===== src/rtl/cpu_pkg.sv =====
// Shared CPU definitions: register-file geometry and the hardwired-zero register index.
package cpu_pkg;

    localparam int REG_IDX_W = 5;
    localparam int NREG      = 32;
    localparam logic [REG_IDX_W-1:0] REG_ZERO = 5'd0;

    function automatic logic is_reg_zero(input logic [REG_IDX_W-1:0] idx);
        return (idx == REG_ZERO);
    endfunction

endpackage


===== src/rtl/sb_counter.sv =====
// Saturation-free up/down pending-write counter for one architectural register.
module sb_counter #(
    parameter int CNT_W = 2
) (
    input  logic             CLK,
    input  logic             RST,
    input  logic             inc,
    input  logic             dec,
    input  logic             clr,
    output logic [CNT_W-1:0] count,
    output logic [CNT_W-1:0] count_next,
    output logic             is_max
);

    logic [CNT_W-1:0] count_r;
    logic [CNT_W-1:0] count_nxt_s;

    // Next count: clear dominates, simultaneous inc and dec cancel.
    always_comb begin
        count_nxt_s = count_r;
        if (clr) begin
            count_nxt_s = {CNT_W{1'b0}};
        end else if (inc && !dec) begin
            count_nxt_s = count_r + CNT_W'(1);
        end else if (dec && !inc) begin
            count_nxt_s = count_r - CNT_W'(1);
        end else begin
            count_nxt_s = count_r;
        end
    end

    // Counter state register.
    always_ff @(posedge CLK or posedge RST) begin
        if (RST) begin
            count_r <= {CNT_W{1'b0}};
        end else begin
            count_r <= count_nxt_s;
        end
    end

    assign count      = count_r;
    assign count_next = count_nxt_s;
    assign is_max     = &count_r;

endmodule


===== src/rtl/regfile_scoreboard.sv =====
// Per-register pending-write scoreboard between issue and writeback; stalls issue on
// RAW hazards, full counters and flush.
module regfile_scoreboard
    import cpu_pkg::*;
#(
    parameter int CNT_W     = 2,
    parameter bit WB_BYPASS = 1'b0
) (
    input  logic                 CLK,
    input  logic                 RST,
    input  logic                 issue_valid,
    input  logic [REG_IDX_W-1:0] issue_rs1,
    input  logic [REG_IDX_W-1:0] issue_rs2,
    input  logic                 issue_use_rs1,
    input  logic                 issue_use_rs2,
    input  logic                 issue_RegWrite,
    input  logic [REG_IDX_W-1:0] issue_rd,
    output logic                 stall,
    output logic                 issue_fire,
    input  logic                 wb_valid,
    input  logic [REG_IDX_W-1:0] wb_rd,
    input  logic                 flush,
    output logic                 busy_any,
    output logic                 wb_err
);

    localparam logic [CNT_W-1:0] CNT_ZERO = {CNT_W{1'b0}};
    localparam logic [CNT_W-1:0] CNT_ONE  = CNT_W'(1);

    logic [CNT_W-1:0] cnt_s     [NREG];
    logic [CNT_W-1:0] cnt_nxt_s [1:NREG-1];
    logic             max_s     [NREG];
    logic [NREG-1:1]  inc_s;
    logic [NREG-1:1]  dec_s;
    logic [NREG-1:0]  busy_s;
    logic             stall_s;
    logic             fire_s;
    logic             wb_to_empty_s;
    logic             busy_any_nxt_s;
    logic             busy_any_r;
    logic             wb_err_r;

    // Register 0 is never counted, so its slot is a constant empty counter.
    assign cnt_s[0] = CNT_ZERO;
    assign max_s[0] = 1'b0;

    for (genvar r = 1; r < NREG; r++) begin : g_cnt
        sb_counter #(
            .CNT_W(CNT_W)
        ) u_cnt (
            .CLK       (CLK),
            .RST       (RST),
            .inc       (inc_s[r]),
            .dec       (dec_s[r]),
            .clr       (flush),
            .count     (cnt_s[r]),
            .count_next(cnt_nxt_s[r]),
            .is_max    (max_s[r])
        );
    end

    // Per-register busy view; with bypass a last write retiring now counts as done.
    always_comb begin
        busy_s = {NREG{1'b0}};
        for (int r = 1; r < NREG; r++) begin
            busy_s[r] = (cnt_s[r] != CNT_ZERO) &&
                        !(WB_BYPASS && wb_valid && (wb_rd == REG_IDX_W'(r)) &&
                          (cnt_s[r] == CNT_ONE));
        end
    end

    // Issue hazard check: RAW on used sources, full destination counter, or flush.
    always_comb begin
        stall_s = issue_valid &&
                  ((issue_use_rs1 && busy_s[issue_rs1]) ||
                   (issue_use_rs2 && busy_s[issue_rs2]) ||
                   (issue_RegWrite && !is_reg_zero(issue_rd) && max_s[issue_rd]) ||
                   flush);
        fire_s  = issue_valid && !stall_s;
    end

    // Counter steering; a fired issue is already blocked by flush, the decrement is gated here.
    always_comb begin
        inc_s = '0;
        dec_s = '0;
        for (int r = 1; r < NREG; r++) begin
            inc_s[r] = fire_s && issue_RegWrite && (issue_rd == REG_IDX_W'(r));
            dec_s[r] = wb_valid && !flush && (wb_rd == REG_IDX_W'(r)) &&
                       (cnt_s[r] != CNT_ZERO);
        end
        wb_to_empty_s = wb_valid && !flush && !is_reg_zero(wb_rd) &&
                        (cnt_s[wb_rd] == CNT_ZERO);
    end

    // OR-reduce of post-update counts feeding the registered busy_any flag.
    always_comb begin
        busy_any_nxt_s = 1'b0;
        for (int r = 1; r < NREG; r++) begin
            busy_any_nxt_s = busy_any_nxt_s | (cnt_nxt_s[r] != CNT_ZERO);
        end
    end

    // Status flags; wb_err is sticky until reset.
    always_ff @(posedge CLK or posedge RST) begin
        if (RST) begin
            busy_any_r <= 1'b0;
            wb_err_r   <= 1'b0;
        end else begin
            busy_any_r <= busy_any_nxt_s;
            wb_err_r   <= wb_err_r | wb_to_empty_s;
        end
    end

    assign stall      = stall_s;
    assign issue_fire = fire_s;
    assign busy_any   = busy_any_r;
    assign wb_err     = wb_err_r;

endmodule


===== config.mk =====
export PLATFORM = sky130hd
export DESIGN_NAME = regfile_scoreboard
export DESIGN_NICKNAME = d
export VERILOG_FILES = /design/src/rtl/cpu_pkg.sv /design/src/rtl/sb_counter.sv /design/src/rtl/regfile_scoreboard.sv
export SDC_FILE = /design/constraint.sdc
export NUM_CORES = 1
export LEC_CHECK = 0
export BUFFER_PORTS_ARGS = -buffer_cell sky130_fd_sc_hd__clkbuf_2
export CAP_MARGIN = 10
export CORE_ASPECT_RATIO = 1.4
export CORE_MARGIN = 4
export CORE_UTILIZATION = 53
export CTS_CLUSTER_DIAMETER = 200
export DETAILED_ROUTE_END_ITERATION = 6
export PLACE_DENSITY_LB_ADDON = 0.12
export SLEW_MARGIN = 5
export SYNTH_ARGS = -nofsm -noshare
export SYNTH_HDL_FRONTEND = slang
export SYNTH_SLANG_ARGS = --single-unit

===== constraint.sdc =====
create_clock -name CLK -period 7.5 [get_ports CLK]
set_clock_uncertainty 0.05 [all_clocks]
set_input_delay 0.75 -clock CLK [delete_from_list [all_inputs] [get_ports CLK]]
set_output_delay 0.75 -clock CLK [all_outputs]
set_load 0.01 [all_outputs]

==> impl_metrics.json <==
{
  "outcome": "completed",
  "start_kind": "primary input",
  "hold_viol": 0,
  "synth-main-ff-cell": "dfrtp_1",
  "peakVddDrop_uv": 99.6,
  "core_um2": 13000,
  "routabilityCongestion": 1.02,
  "finalSetupTns_ps": 0,
  "end_kind": "flop",
  "dp_hpwl_um": 20600,
  "grt_pass1_vias": 6872,
  "mappedNetlistNets": 946,
  "syn_avg_cell_area_um2": 8.33,
  "initial_core_util_pct": 54.9,
  "slowest_delay_ps": 870,
  "hold_buffers": 0,
  "vias": 6872,
  "grt_max_degree": 65,
  "die_h_um": 145,
  "cp_top_family": "simple AND/OR/NAND/NOR gates",
  "ctsLongestPathBuffers": 2,
  "cts_tree": "yes",
  "slew_headroom_pct": 19.7,
  "worst_pin_slew_ps": 1190,
  "async_reset_ff_share_pct": 100,
  "synth_seq_cells": 64,
  "gr-usage-all-layers_pct": 34.7,
  "clkSlewWorstSetupHoldPaths_ps": 60,
  "worstHoldStart": "wb_err",
  "antenna_found_initial": 0,
  "seq_area_frac_synth_pct": 22.5,
  "setup_viol": 0,
  "path_cells": "clkbuf_2 > mux4_2 > o211ai_1 > a211oi_2 > nor3_2 > nand2_1 > or4_1 > mux2_2 > or4b_1 > nor4_1 > nand4_1",
  "seq_power_share_pct": 36.3,
  "cts.repair.resized": 0,
  "fin_crit_ps": 4780,
  "totalWireLength_um": 26700,
  "worst-setup-path-type": "primary input to flop",
  "yosysUniqueCellTypes": 73,
  "crit_arrival_ps": 4920,
  "synth_area_leaders": "dfrtp_1, ha_1, mux4_2",
  "synth_area_um2": 7130,
  "cap_viol_max_count": 0,
  "clock_sinks": 64,
  "root_buffer": "clkbuf_16",
  "fmax_ghz": 0.209,
  "cp_max_fo": 18,
  "insertion_delay_ps": 350,
  "drive_gt1_share_pct": 12.7,
  "rows": 49,
  "worstSetupStartpoint": "issue_rd[1]",
  "grt_pass1_wl_um": 40300,
  "post_cts_buffers": 0,
  "crit_slowest_cell": "nor3_2",
  "design.die.area_um2": 15400,
  "worstPathRequired_ps": 7640,
  "p_int_w": 0.000685,
  "switching_share_pct": 31.9,
  "synth_edf_count": 0,
  "io_buffers": 31,
  "finalMaxSlewViolations": 0,
  "detail_route.vias_per_cell": 6.61,
  "utilization_pct": 58.9,
  "powerDensity_nw_per_um2": 131,
  "die_x_um": 106,
  "drt_pass1_iterations": 5,
  "antenna_left": 0,
  "synth_cells": 856,
  "clkPwrFrac_pct": 43.6,
  "htreeDepth": 3,
  "final_cell_mix": "inv_1, nor2_1, dfrtp_1",
  "grt.overflow.total": 0,
  "p_leak_nw": 3.13,
  "yosysTopAreaCell": "dfrtp_1",
  "hold_path.class": "flop to flop",
  "antennaDiodeCount": 0,
  "final_nets": 947,
  "synth_top_area_share_pct": 22.5,
  "syn_to_final_growth_pct": 7.24,
  "yosysWarningCount": 0,
  "drt_iter0_drc": 603,
  "p_sw_w": 0.000321,
  "wire_per_inst_um": 25.7,
  "period_share_pct": 63.7,
  "ioPinCount": 32,
  "cts_inserted_buffers": 9,
  "holdWs_ps": 430,
  "reg2reg_from": "g_cnt[7].u_cnt.count[1]",
  "pwr-share-comb_pct": 20.1,
  "n_fill_cell": 1214,
  "grt_setup_unrepaired": "false",
  "critPathBufInv": 1,
  "drc_errors": 0
}
-- power by group through the flow --
stage,logic [W],registers (W),clock network [W]
after global routing,0.000213,0.000366,0.000454
after CTS,0.000196,0.000365,0.000442
after detailed placement,0.000195,0.000371,0
after global placement,0.000194,0.000371,0
final,0.000202,0.000365,0.000439
after floorplan,0.000123,0.000368,0
-- flip-flops by register name (all words and copies together), names as in the netlist --
register and flops:
busy_any 1, g_cnt.u_cnt.count 62, wb_err 1
-- metal layers --
layer | up-vias | track usage [%] | part of all wire (%)
li1 | 3098 | - | -
met5 | - | 0 | 0
met2 | 359 | 56.3 | 47
met4 | 0 | 28.1 | 9.1
met1 | 3298 | 40.0 | 36
met3 | 117 | 5.38 | 7.7
-- area by class of cell --
class | instances | area [um2] | area share, %
multi-input cells | 669 | 5050 | 66.0
flip-flops and latches | 64 | 1600 | 20.9
inverters | 75 | 282 | 3.68
clock buffers | 12 | 246 | 3.22
well taps | 178 | 223 | 2.91
repair buffers | 38 | 208 | 2.72
clock inverters | 3 | 42.5 | 0.556
-- cell usage after synthesis, types with 17 or more instances --
| cell | instances |
|---|---|
| a21oi_1 | 26 |
| a31oi_1 | 20 |
| clkbuf_1 | 35 |
| dfrtp_1 | 64 |
| ha_1 | 62 |
| inv_1 | 75 |
| mux2i_1 | 34 |
| mux4_2 | 21 |
| nand2_1 | 58 |
| nand2b_1 | 21 |
| nand3_1 | 20 |
| nand4_1 | 17 |
| nor2_1 | 74 |
| nor3_1 | 47 |
| o21ai_0 | 22 |
| or3_1 | 24 |
| xnor2_1 | 44 |
-- through the flow --
step / total power (W) / cells / cell area, um2 / worst slack, ps
2_1_floorplan: 0.000492 / 856 / 7130 / 3180
3_3_place_gp: 0.000565 / 1024 / 7360 / 2510
3_5_place_dp: 0.000566 / 1024 / 7360 / 2440
4_1_cts: 0.00100 / 1039 / 7650 / 2790
5_1_grt: 0.00103 / 1039 / 7650 / 2440
6_report: 0.00101 / 1039 / 7650 / 2720
-- cells by family after synthesis --
group | synth area share, %
xor gates and xnor gates | 6.14
buffers and inverters | 6.79
adders and majority gates | 11.2
and+or+nand+nor | 25.2
DFF | 22.5
muxes | 14.8
AOI/OAI and AO/OA | 13.5
-- worst register-to-register path, cell delays in order, from the launching register on --
cell and delay, ps:
dfrtp_1 390, inv_1 130, ha_1 310, mux4_2 280
nand3_1 90, o2111a_1 320, nor3_2 860, nand2_1 330
or4_1 600, mux2_2 310, or4b_1 460, nor4_1 270
nand4_1 120
-- path summary, 6_finish.rpt --
path	to	slack (ps)	cells past startpoint
min in group asynchronous	g_cnt[14].u_cnt.count[0]	580	3
max	busy_any	2720	11
max reg2reg	busy_any	2800	12
min reg2reg	wb_err	430	1
max in group asynchronous	g_cnt[17].u_cnt.count[0]	6140	3
min	wb_err	430	1
Power figures use the tool's default switching activity.
